File: config.mk
export PLATFORM = sky130hd
export DESIGN_NAME = run_monitor
export DESIGN_NICKNAME = d
export VERILOG_FILES = /design/src/rtl/run_monitor_pkg.sv /design/src/rtl/run_monitor_sat_counter.sv /design/src/rtl/run_monitor.sv
export SDC_FILE = /design/constraint.sdc
export NUM_CORES = 1
export LEC_CHECK = 0
export BUFFER_PORTS_ARGS = -buffer_cell sky130_fd_sc_hd__buf_2
export CAP_MARGIN = 30
export CORE_ASPECT_RATIO = 1.5
export CORE_UTILIZATION = 50
export CTS_CLUSTER_SIZE = 30
export DETAILED_ROUTE_END_ITERATION = 7
export PLACE_DENSITY = 0.71
export SLEW_MARGIN = 20
export SYNTH_ARGS = -nofsm -noshare
export SYNTH_HDL_FRONTEND = slang
export SYNTH_HIERARCHICAL = 1
export SYNTH_SLANG_ARGS = --single-unit
File: constraint.sdc
create_clock -name i_clk -period 8.15 [get_ports i_clk]
set_input_delay 1.63 -clock i_clk [delete_from_list [all_inputs] [get_ports i_clk]]
set_output_delay 1.63 -clock i_clk [all_outputs]
set_load 0.1 [all_outputs]
File: src/rtl/run_monitor_pkg.sv
// Shared types for the run supervisor: FSM state and verdict fail codes.
package run_monitor_pkg;

  typedef enum logic [1:0] {
    HOLD = 2'd0,
    RUN  = 2'd1,
    PASS = 2'd2,
    FAIL = 2'd3
  } mon_state_e;

  typedef enum logic [1:0] {
    NONE     = 2'd0,
    NO_VLD   = 2'd1,
    TIMEOUT  = 2'd2,
    MISALIGN = 2'd3
  } fail_code_e;

endpackage

File: src/rtl/run_monitor_sat_counter.sv
// Saturating up-counter with synchronous clear; clear has priority over enable.
module sat_counter #(
  parameter int W = 32
) (
  input  logic         clk,
  input  logic         clr,
  input  logic         en,
  output logic [W-1:0] q
);

  always_ff @(posedge clk) begin
    if (clr) begin
      q <= '0;
    end else if (en && (q != {W{1'b1}})) begin
      q <= q + W'(1);
    end
  end

endmodule

File: src/rtl/run_monitor.sv
// Run supervisor for the CPU test flow: DUT reset sequencing, run counters,
// halt-loop / misalignment / timeout detection and a latched verdict.
module run_monitor
  import run_monitor_pkg::*;
#(
  parameter int RST_CYCLES     = 4,
  parameter int TIMEOUT_CYCLES = 2000,
  parameter int REPORT_PERIOD  = 100,
  parameter int STALL_CYCLES   = 16,
  parameter int HALT_REQUIRED  = 1,
  parameter int N_CH           = 4,
  parameter int CNT_W          = 32
) (
  input  logic                  i_clk,
  input  logic                  i_rst,
  output logic                  o_dut_rst_n,
  input  logic [31:0]           i_pc,
  input  logic                  i_insn_vld,
  input  logic [N_CH-1:0]       i_event,
  output logic [1:0]            o_state,
  output logic                  o_done,
  output logic                  o_pass,
  output logic [1:0]            o_fail_code,
  output logic [CNT_W-1:0]      o_cycle_cnt,
  output logic [CNT_W-1:0]      o_insn_cnt,
  output logic [N_CH*CNT_W-1:0] o_evt_cnt,
  output logic                  o_report_stb
);

  mon_state_e state, next_state;
  fail_code_e fail_code_q, next_code;

  logic             dut_rst_n_q, done_q, pass_q, report_stb_q;
  logic [31:0]      pc_q;
  logic             pc_vld;
  logic [CNT_W-1:0] hold_q, stall_q, cycle_q, insn_q;
  logic             in_run, in_hold, pc_match, misalign, halt_hit, timeout_hit;
  logic             hold_last, rpt_wrap;

  assign in_run      = (state == RUN);
  assign in_hold     = (state == HOLD);
  assign hold_last   = (hold_q == CNT_W'(RST_CYCLES - 1));
  assign pc_match    = i_insn_vld && pc_vld && (i_pc == pc_q);
  assign misalign    = i_insn_vld && (i_pc[1:0] != 2'b00);
  // A match that brings the run of equal PCs to STALL_CYCLES declares halt.
  assign halt_hit    = pc_match && (stall_q == CNT_W'(STALL_CYCLES - 2));
  // Wide compare so a narrow CNT_W never aliases onto the timeout value.
  assign timeout_hit = (64'(cycle_q) == 64'(TIMEOUT_CYCLES - 1));

  sat_counter #(.W(CNT_W)) u_hold_cnt (
    .clk(i_clk), .clr(i_rst), .en(in_hold), .q(hold_q)
  );

  sat_counter #(.W(CNT_W)) u_cycle_cnt (
    .clk(i_clk), .clr(i_rst), .en(in_run), .q(cycle_q)
  );

  sat_counter #(.W(CNT_W)) u_insn_cnt (
    .clk(i_clk), .clr(i_rst), .en(in_run && i_insn_vld), .q(insn_q)
  );

  sat_counter #(.W(CNT_W)) u_stall_cnt (
    .clk(i_clk),
    .clr(i_rst || (in_run && i_insn_vld && !pc_match)),
    .en (in_run && pc_match),
    .q  (stall_q)
  );

  for (genvar k = 0; k < N_CH; k++) begin : g_evt
    sat_counter #(.W(CNT_W)) u_evt_cnt (
      .clk(i_clk), .clr(i_rst), .en(in_run && i_event[k]),
      .q  (o_evt_cnt[k*CNT_W +: CNT_W])
    );
  end

  if (REPORT_PERIOD > 0) begin : g_rpt
    localparam logic [CNT_W-1:0] RPT_LAST = CNT_W'(REPORT_PERIOD - 1);
    logic [CNT_W-1:0] rpt_q;
    assign rpt_wrap = in_run && (rpt_q == RPT_LAST);
    sat_counter #(.W(CNT_W)) u_rpt_cnt (
      .clk(i_clk), .clr(i_rst || rpt_wrap), .en(in_run), .q(rpt_q)
    );
  end else begin : g_no_rpt
    assign rpt_wrap = 1'b0;
  end

  always_comb begin
    next_state = state;
    next_code  = fail_code_q;
    unique case (state)
      HOLD: begin
        if (hold_last) next_state = RUN;
      end
      RUN: begin
        if (misalign) begin
          next_state = FAIL;
          next_code  = MISALIGN;
        end else if (halt_hit) begin
          next_state = PASS;
        end else if (timeout_hit) begin
          if (insn_q == '0) begin
            next_state = FAIL;
            next_code  = NO_VLD;
          end else if (HALT_REQUIRED != 0) begin
            next_state = FAIL;
            next_code  = TIMEOUT;
          end else begin
            next_state = PASS;
          end
        end
      end
      default: ;
    endcase
  end

  always_ff @(posedge i_clk) begin
    if (i_rst) begin
      state        <= HOLD;
      dut_rst_n_q  <= 1'b0;
      done_q       <= 1'b0;
      pass_q       <= 1'b0;
      fail_code_q  <= NONE;
      report_stb_q <= 1'b0;
      pc_vld       <= 1'b0;
    end else begin
      state        <= next_state;
      dut_rst_n_q  <= (next_state != HOLD);
      done_q       <= (next_state == PASS) || (next_state == FAIL);
      pass_q       <= (next_state == PASS);
      fail_code_q  <= (next_state == FAIL) ? next_code : NONE;
      // The strobe that would coincide with the verdict is dropped.
      report_stb_q <= rpt_wrap && (next_state == RUN);
      if (in_run && i_insn_vld) pc_vld <= 1'b1;
    end
  end

  always_ff @(posedge i_clk) begin
    if (in_run && i_insn_vld) pc_q <= i_pc;
  end

  assign o_state      = state;
  assign o_dut_rst_n  = dut_rst_n_q;
  assign o_done       = done_q;
  assign o_pass       = pass_q;
  assign o_fail_code  = fail_code_q;
  assign o_cycle_cnt  = cycle_q;
  assign o_insn_cnt   = insn_q;
  assign o_report_stb = report_stb_q;

endmodule
# [After elaboration in Yosys (flattened, before gate mapping)]
# Cells that the tools add are included.
[word_totals] register_bits=329 in_bits=39 out_inout_bits=200 elab_cells=88
[classes] n_addsub=9 n_eq_ne=19 n_mux=9 n_bitwise=1 reduce_logical=33
[ops] op="$add A32 B1 Y32 const B" count=9
[ops] op="$ne A32 B32 Y1 const B" count=9
[ops] op="$eq A32 B11 Y1 const B" count=1
[ops] op="$eq A32 B2 Y1 const B" count=1
[ops] op="$eq A32 B32 Y1" count=1
[ops] op="$eq A32 B4 Y1 const B" count=1
[ops] op="$eq A32 B7 Y1 const B" count=1
[ops] op="$logic_not A32 Y1" count=1
[ops] op="$logic_and A1 B1 Y1" count=22
[ops] op="$mux W2" count=8
[ops] op="$reduce_bool A2 Y1" count=3
[ops] op="$eq A2 B1 Y1 const B" count=2
[ops] op="$eq A2 B2 Y1 const B" count=2
[ops] op="$pmux W2 S2" count=1
[ops] op="$logic_or A1 B1 Y1" count=3
[ops] op="$reduce_and A3 Y1" count=1
[ops] op="$logic_not A2 Y1" count=1
[ops] op="$ne A2 B2 Y1 const B" count=1
[ops] op="$reduce_or A2 Y1" count=1
[ops] op="$logic_not A1 Y1" count=1
[ops] op="$not A1 Y1" count=1

# [Logic depth before layout (Yosys ltp)]
# Gate-level depths: netlist of run 1.
[logic_depth] depth_word=9 mapped_depth=10 depth_no_buf=10

# [By module]
# The synthesis of run 1 kept the hierarchy.
[by_module_without_submodules] mod="sat_counter" instances=9 cells_per_inst=199 area_per_inst_um2=1674.1 seq_area_each_um2=640.6
[by_module_without_submodules] mod="run_monitor" instances=1 cells_per_inst=184 area_per_inst_um2=2169.6 seq_area_each_um2=1121.1

# [Worst setup path after synthesis of run 1]
# Ideal clock, no wire load.
[synth_timing] path_kind="input to register" start="input port i_insn_vld" end="register u_insn_cnt.q[31]" t_arrival_ns=4.249 t_required_ns=8.029 setup_slack_ns=3.780 cell_stages=6 path_buffers=0 cell_sequence="and2_1 > nand4_1 > nor4_2 > nand4_1 > nor4_1 > mux2_2"
[synth_via] elab_chain_cells=2
[synth_lines] item="start, declared" line_no="run_monitor.sv:18" source="input logic i_insn_vld,"
[synth_lines] item="$logic_and A1 B1 Y1" line_no="run_monitor.sv:59" source=".clk(i_clk), .clr(i_rst), .en(in_run && i_insn_vld), .q(insn_q)"
[synth_lines] item="$logic_and A1 B1 Y1" line_no="run_monitor_sat_counter.sv:14" source="end else if (en && (q != {W{1'b1}})) begin"
[synth_lines] item="end signal, assigned" line_no="run_monitor_sat_counter.sv:15" source="q <= q + W'(1);"
[synth_lines] item="end, declared" line_no="run_monitor_sat_counter.sv:8" source="output logic [W-1:0] q"
# No other way between the ends.
# A chain may end at the register's enable or synchronous reset.

# [Final worst setup path of run 1]
[layout_timing] start="input port i_pc[27]" end="register u_stall_cnt.q[31]"
[layout_via] elab_chain_cells=5
[layout_lines] item="start, declared" line_no="run_monitor.sv:17" source="input logic [31:0] i_pc,"
[layout_lines] item="$eq A32 B32 Y1 *" line_no="run_monitor.sv:43" source="assign pc_match = i_insn_vld && pc_vld && (i_pc == pc_q);"
[layout_lines] item="$logic_and A1 B1 Y1 *" line_no="run_monitor.sv:43"
[layout_lines] item="$logic_not A1 Y1" line_no="run_monitor.sv:64" source=".clr(i_rst || (in_run && i_insn_vld && !pc_match)),"
[layout_lines] item="$logic_and A1 B1 Y1" line_no="run_monitor.sv:64"
[layout_lines] item="$logic_or A1 B1 Y1" line_no="run_monitor.sv:64"
[layout_lines] item="end signal, assigned" line_no="run_monitor_sat_counter.sv:15"
[layout_lines] item="end, declared" line_no="run_monitor_sat_counter.sv:8"
# Every way passes the cells marked *; elsewhere a longest branch is shown, timed or not.

==> results of run 1 <==
[per-layer routing]
metal  GRT usage  up-vias  wire (microns)  part of all wire
met5           0        -               0                 0
met4       0.116        0            1690             0.036
met3      0.0409      112            2150             0.046
met2       0.477      417           24200              0.52
met1       0.287     7919           18300              0.40
li1            -     8048               -                 -
[Yosys cell counts, drive strengths merged (2+ instances only)]
cell type	count
a21oi	201
xnor2	75
clkbuf	72
a21o	10
nor3	20
o41ai	9
xor2	20
nand2	91
dfxtp	296
or3	99
o21a	2
a211oi	9
and2	17
o31ai	109
a31oi	10
ha	9
o21ai	73
a31o	9
nor4bb	4
edfxtp	32
mux2	18
nand2b	10
nand4	105
nor2b	18
or3b	9
nor2	130
or4	111
nand3	131
nor4b	9
inv	22
mux2i	9
nor3b	19
and4	39
nor4	82
buf	28
a2111oi	18
and3	36
or2	12
[worst max-delay path by stage]
| stage | startpoint | endpoint | depth (start not counted) |
|---|---|---|---|
| final | i_pc[27] | u_stall_cnt/q[31]$_SDFFE_PP0P_ | 11 |
| after floorplan | i_insn_vld | u_insn_cnt/q[31]$_SDFFE_PP0P_ | 6 |
| after global routing | i_pc[27] | u_stall_cnt/q[31]$_SDFFE_PP0P_ | 11 |
| after detailed placement | i_pc[27] | u_stall_cnt/q[31]$_SDFFE_PP0P_ | 11 |
| after CTS | i_pc[27] | u_stall_cnt/q[31]$_SDFFE_PP0P_ | 11 |
| after global placement | i_pc[27] | u_stall_cnt/q[31]$_SDFFE_PP0P_ | 11 |
[registers in the layout, indices dropped and copies added, names as in the netlist, 2 cells and up]
register / count
u_cycle_cnt/q: 32
o_fail_code: 2
u_stall_cnt/q: 32
g_rpt.u_rpt_cnt/q: 32
pc_q: 32
g_evt.u_evt_cnt/q: 128
o_state: 2
u_hold_cnt/q: 32
u_insn_cnt/q: 32
[power by group]
| group | switching (mW) | leakage, nW | total [mW] | internal [mW] |
|---|---|---|---|---|
| combinational | 0.154 | 3.39 | 0.215 | 0.0612 |
| clock | 0.665 | 0.608 | 1.67 | 1.01 |
| sequential | 0.0213 | 2.67 | 1.67 | 1.65 |
| total | 0.840 | 6.67 | 3.56 | 2.72 |
[layout make-up]
class	count	area, sq um	share of cell area
multi-input combinational	1525	9930	0.497
timing repair buffer	253	1320	0.0661
clock buffer	50	1100	0.0550
tap	420	526	0.0263
sequential	328	6890	0.345
inverter	22	82.6	0.00414
clock inverter	11	118	0.00589
[kinds of logic (layout without fill, tap and decap cells)]
kind of cell	after synthesis	count (layout)	synth area share
AO/OA/AOI/OAI	451	451	0.169
XOR/XNOR	95	95	0.0487
adder cells (fa/ha/maj)	9	9	0.00653
buffers and inverters	122	336	0.0287
flip-flops	328	328	0.400
multiplexers	27	27	0.0170
AND/OR/NAND/NOR	943	943	0.330
[critical path, delay by kind of cell]
| family | cells | cell delay, ps |
|---|---|---|
| AND/OR/NAND/NOR | 8 | 2910 |
| multiplexers | 1 | 370 |
| XOR/XNOR | 1 | 230 |
| buffers and inverters | 1 | 110 |
[through the flow]
| stage | hold WS (ps) | std cells | utilization | power [mW] | cell area, sq um |
|---|---|---|---|---|---|
| after floorplan | 460 | 1975 | - | 1.86 | 17200 |
| after global placement | 473 | 2545 | 0.556 | 1.92 | 18700 |
| after detailed placement | 485 | 2546 | 0.556 | 1.92 | 18700 |
| after CTS | 498 | 2607 | 0.592 | 3.60 | 19900 |
| after global routing | 519 | 2609 | 0.593 | 3.68 | 20000 |
| final | 494 | 2609 | 0.593 | 3.56 | 20000 |
==> results_dict.tcl, run 1 <==
set metrics [dict create \
    cts_sinks 328 \
    cp-end-kind "flip-flop" \
    synth_top_flop_cell "dfxtp_1" \
    max_stage_delay_ps 760 \
    core_sq_um 33700 \
    drc 0 \
    yosysTopAreaCell "dfxtp_1" \
    start_kind "primary input" \
    gp_congestion 0.861 \
    die_h_microns 229 \
    clkSlewWorstSetupHoldPaths_ps 60 \
    hold_depth 2 \
    fillCellCount 3031 \
    syn_inst 1975 \
    ir_drop_v 0.000173 \
    finClkSkew_ps 32.0 \
    cp.required_ps 8540 \
    critPathKind "primary input to flip-flop" \
    grt_max_degree 189 \
    areaGrowthSynthToFinish_pct 15.8 \
    ys_seq_area_frac 0.400 \
    cts_resized 0 \
    setup_ws_ps 3280 \
    grtUsageTotal 0.258 \
    rr_startpoint "pc_q[27]$_DFFE_PP_" \
    status "completed" \
    vias 16496 \
    powerDensity_nw_per_um2 178 \
    relSlewSlack 0.356 \
    timing.critical_path.fanout_max 10 \
    antenna_cells 0 \
    async_reset_ff_frac 0 \
    nets 2213 \
    start_util 0.512 \
    synth-edff-count 32 \
    rsz0062_at_grt "false" \
    period_needed_ps 4870 \
    yosys_warnings 6 \
    p_leak_nw 6.67 \
    min_path_type "flip-flop to flip-flop" \
    worst_hold_path.endpoint "u_hold_cnt/q[23]$_SDFFE_PP0P_" \
    drive_gt1_frac 0.183 \
    cpMostUsedCell "nand4_1" \
    die_width_microns 154 \
    ant_nets 0 \
    holdBufCountCts 0 \
    critPathSlowestCell "nor4_1" \
    syn-cell-area_sq_um 17200 \
    hpwlAfterDp_microns 32500 \
    cp.arrival_ps 5260 \
    clk_latency_ps 530 \
    ys_types 51 \
    cts_inserted_buffers 35 \
    r2r_end "u_stall_cnt/q[31]$_SDFFE_PP0P_" \
    antenna_found_initial 0 \
    r2r_slack_ps 4080 \
    synth_area_leaders "dfxtp_1, a21oi_1, edfxtp_1" \
    post_cts_buffers 0 \
    finalCritPeriodShare 0.598 \
    cts_root_buffer "clkbuf_16" \
    fmax_ghz 0.205 \
    fin_setup_tns_ps 0 \
    maxCapViolations 0 \
    r2r_cells 10 \
    h-tree-depth 2 \
    io_buffers 238 \
    cts.path.max_buffers 3 \
    synthesis.nets 2023 \
    grt_pass1_vias 15651 \
    slew_violations 0 \
    ys_ff_latch 328 \
    setup_viol_count_final 0 \
    grt_pass1_wl_microns 76400 \
    tightest_slew_ps 958 \
    hp-start "u_hold_cnt/q[23]$_SDFFE_PP0P_" \
    synth_top_area_frac 0.344 \
    final_common_cell "dfxtp_1" \
    io_pins 239 \
    routed_via_density 6.32 \
    cts_tree "yes" \
    final_cell_mix "dfxtp_1, buf_2, a21oi_1, nor2_1, nand3_1" \
    overflow 0 \
    wirelength_microns 46300 \
    path_cells "buf_2 > xnor2_1 > nand4_1 > nor4_1 > nand3_1 > nor2_1 > nand4_1 > nor4_2 > nand4_1 > nor4_1 > mux2_2" \
    hold_violations 0 \
    post_synth.cell_area_avg_sq_um 8.73 \
    die_area_sq_um 35200 \
    rows 82 \
    wl_per_cell_microns 17.7 \
    first_pass_iters 5 \
    drt_iter0_markers 859 \
    dp_worst_setup_slack_ps 2810 \
]
Power figures use the tool's default switching activity.
==> run 2, diff against run 1 <==
==> constraint.sdc (replaced) <==
create_clock -name i_clk -period 5.04 [get_ports i_clk]
set_input_delay 1.008 -clock i_clk [delete_from_list [all_inputs] [get_ports i_clk]]
set_output_delay 1.008 -clock i_clk [all_outputs]
set_load 0.1 [all_outputs]
==> results_dict.tcl, run 2 (same netlist as run 1, synthesis figures left out) <==
set metrics [dict create \
    status "completed" \
    drive_gt1_frac 0.182 \
    clk_latency_ps 520 \
    p_leak_nw 6.58 \
    power_mw 5.55 \
    setup_viol_count_final 0 \
    largest_register_ffs 128 \
    fin_setup_tns_ps 0 \
    holdBufCountCts 0 \
    r2r_end "u_insn_cnt/q[31]$_SDFFE_PP0P_" \
    start_util 0.512 \
    cp_top_family "simple AND/OR/NAND/NOR gates" \
    hpwlAfterDp_microns 32700 \
    h-tree-depth 2 \
    r2r_slack_ps 1300 \
    routed_via_density 6.33 \
    drt_iter0_markers 998 \
    period_needed_ps 3910 \
    cp.required_ps 5450 \
    finalCritPeriodShare 0.776 \
    cp.arrival_ps 4320 \
    fillCellCount 3052 \
    final_cell_mix "dfxtp_1, buf_2, a21oi_1, nor2_1, nand3_1" \
    areaGrowthSynthToFinish_pct 15.2 \
    cpMostUsedCell "nand4_1" \
    grt_pass1_vias 15282 \
    timing.critical_path.fanout_max 10 \
    dp_worst_setup_slack_ps 731 \
    cts_resized 0 \
    ant_nets 0 \
    vias 16493 \
    post_cts_buffers 0 \
    cts_sinks 328 \
    maxCapViolations 0 \
    antenna_found_initial 0 \
    crit_buf_inv 2 \
    path_cells "buf_2 > xnor2_1 > nand4_1 > nor4_1 > buf_4 > nand3_1 > nor2_1 > nand4_1 > nor4_2 > nand4_1 > nor4_1 > mux2_2" \
    rr_startpoint "o_state[1]$_SDFF_PP0_" \
    critPathKind "primary input to flip-flop" \
    die_width_microns 154 \
    hold_depth 2 \
    overflow 0 \
    rsz0062_at_grt "false" \
    ir_drop_v 0.000248 \
    slew_violations 0 \
    critPathSlowestCell "nor4_2" \
    cts_tree "yes" \
    max_stage_delay_ps 640 \
    grt_pass1_wl_microns 74800 \
    wl_per_cell_microns 17.6 \
    r2r_cells 8 \
    powerDensity_nw_per_um2 279 \
    grtUsageTotal 0.252 \
    worst_hold_path.endpoint "g_evt[1].u_evt_cnt/q[23]$_SDFFE_PP0P_" \
    cp-end-kind "flip-flop" \
    min_path_type "flip-flop to flip-flop" \
    first_pass_iters 5 \
    io_pins 239 \
    antenna_cells 0 \
    hp-start "g_evt[1].u_evt_cnt/q[23]$_SDFFE_PP0P_" \
    setup_ws_ps 1130 \
    die_area_sq_um 35200 \
    wirelength_microns 45900 \
    tightest_slew_ps 957 \
    drc 0 \
    finClkSkew_ps 18.2 \
    cts.path.max_buffers 3 \
    die_h_microns 229 \
    regMostFlops "g_evt.u_evt_cnt/q" \
    fmax_ghz 0.256 \
    io_buffers 238 \
    hold_violations 0 \
    rows 82 \
    core_sq_um 33700 \
    final_common_cell "dfxtp_1" \
    gp_congestion 0.866 \
    clkSlewWorstSetupHoldPaths_ps 60 \
    cts_inserted_buffers 34 \
    start_kind "primary input" \
    cts_root_buffer "clkbuf_16" \
    grt_max_degree 187 \
    relSlewSlack 0.357 \
    nets 2215 \
]
## run 2: power by group
group	switching (mW)	internal [mW]
registers	0.0348	2.67
logic	0.249	0.103
clock network	1.04	1.45
total	1.32	4.23
## run 2: worst max path at each step
stage	cells past startpoint	startpoint	to	slack [ps]
after floorplan	8	o_state[0]$_SDFF_PP0_	u_insn_cnt/q[31]$_SDFFE_PP0P_	740
after global placement	12	i_pc[27]	u_stall_cnt/q[31]$_SDFFE_PP0P_	860
after detailed placement	12	i_pc[27]	u_stall_cnt/q[31]$_SDFFE_PP0P_	730
after CTS	12	i_pc[27]	u_stall_cnt/q[31]$_SDFFE_PP0P_	1260
after global routing	12	i_pc[27]	u_stall_cnt/q[31]$_SDFFE_PP0P_	880
final	12	i_pc[27]	u_stall_cnt/q[31]$_SDFFE_PP0P_	1130
## run 2: final cells by class
cell class	instances	area, sq um	share of cell area
Timing Repair Buffer	256	1360	0.0686
Inverter	22	82.6	0.00416
Clock buffer	45	967	0.0487
Tap cell	420	526	0.0265
Sequential cell	328	6890	0.347
Multi-Input combinational cell	1525	9910	0.499
Clock inverter	11	116	0.00586
## run 2: layer usage
metal | part of all wire | global-route usage | wire (microns)
met1 | 0.40 | 0.283 | 18400
met2 | 0.52 | 0.464 | 23800
met3 | 0.045 | 0.0386 | 2060
met4 | 0.038 | 0.109 | 1750
met5 | 0 | 0 | 0
## run 2: metrics by stage
step / utilization / area, sq um / std cells / hold WS (ps)
floorplan: - / 17200 / 1975 / 460
global route: 0.590 / 19900 / 2607 / 534
finish: 0.590 / 19900 / 2607 / 494
global placement: 0.556 / 18700 / 2546 / 471
detailed placement: 0.558 / 18800 / 2550 / 485
CTS: 0.590 / 19800 / 2606 / 495
## run 2: worst reg2reg max path, cell delays in order, from the launching register on
cell      delay (ps)
dfxtp_1          410
nand2b_1         320
inv_1            510
and2_2           260
nand4_1          440
nor4_2           820
nand4_1          190
nor4_1           310
mux2_2           370
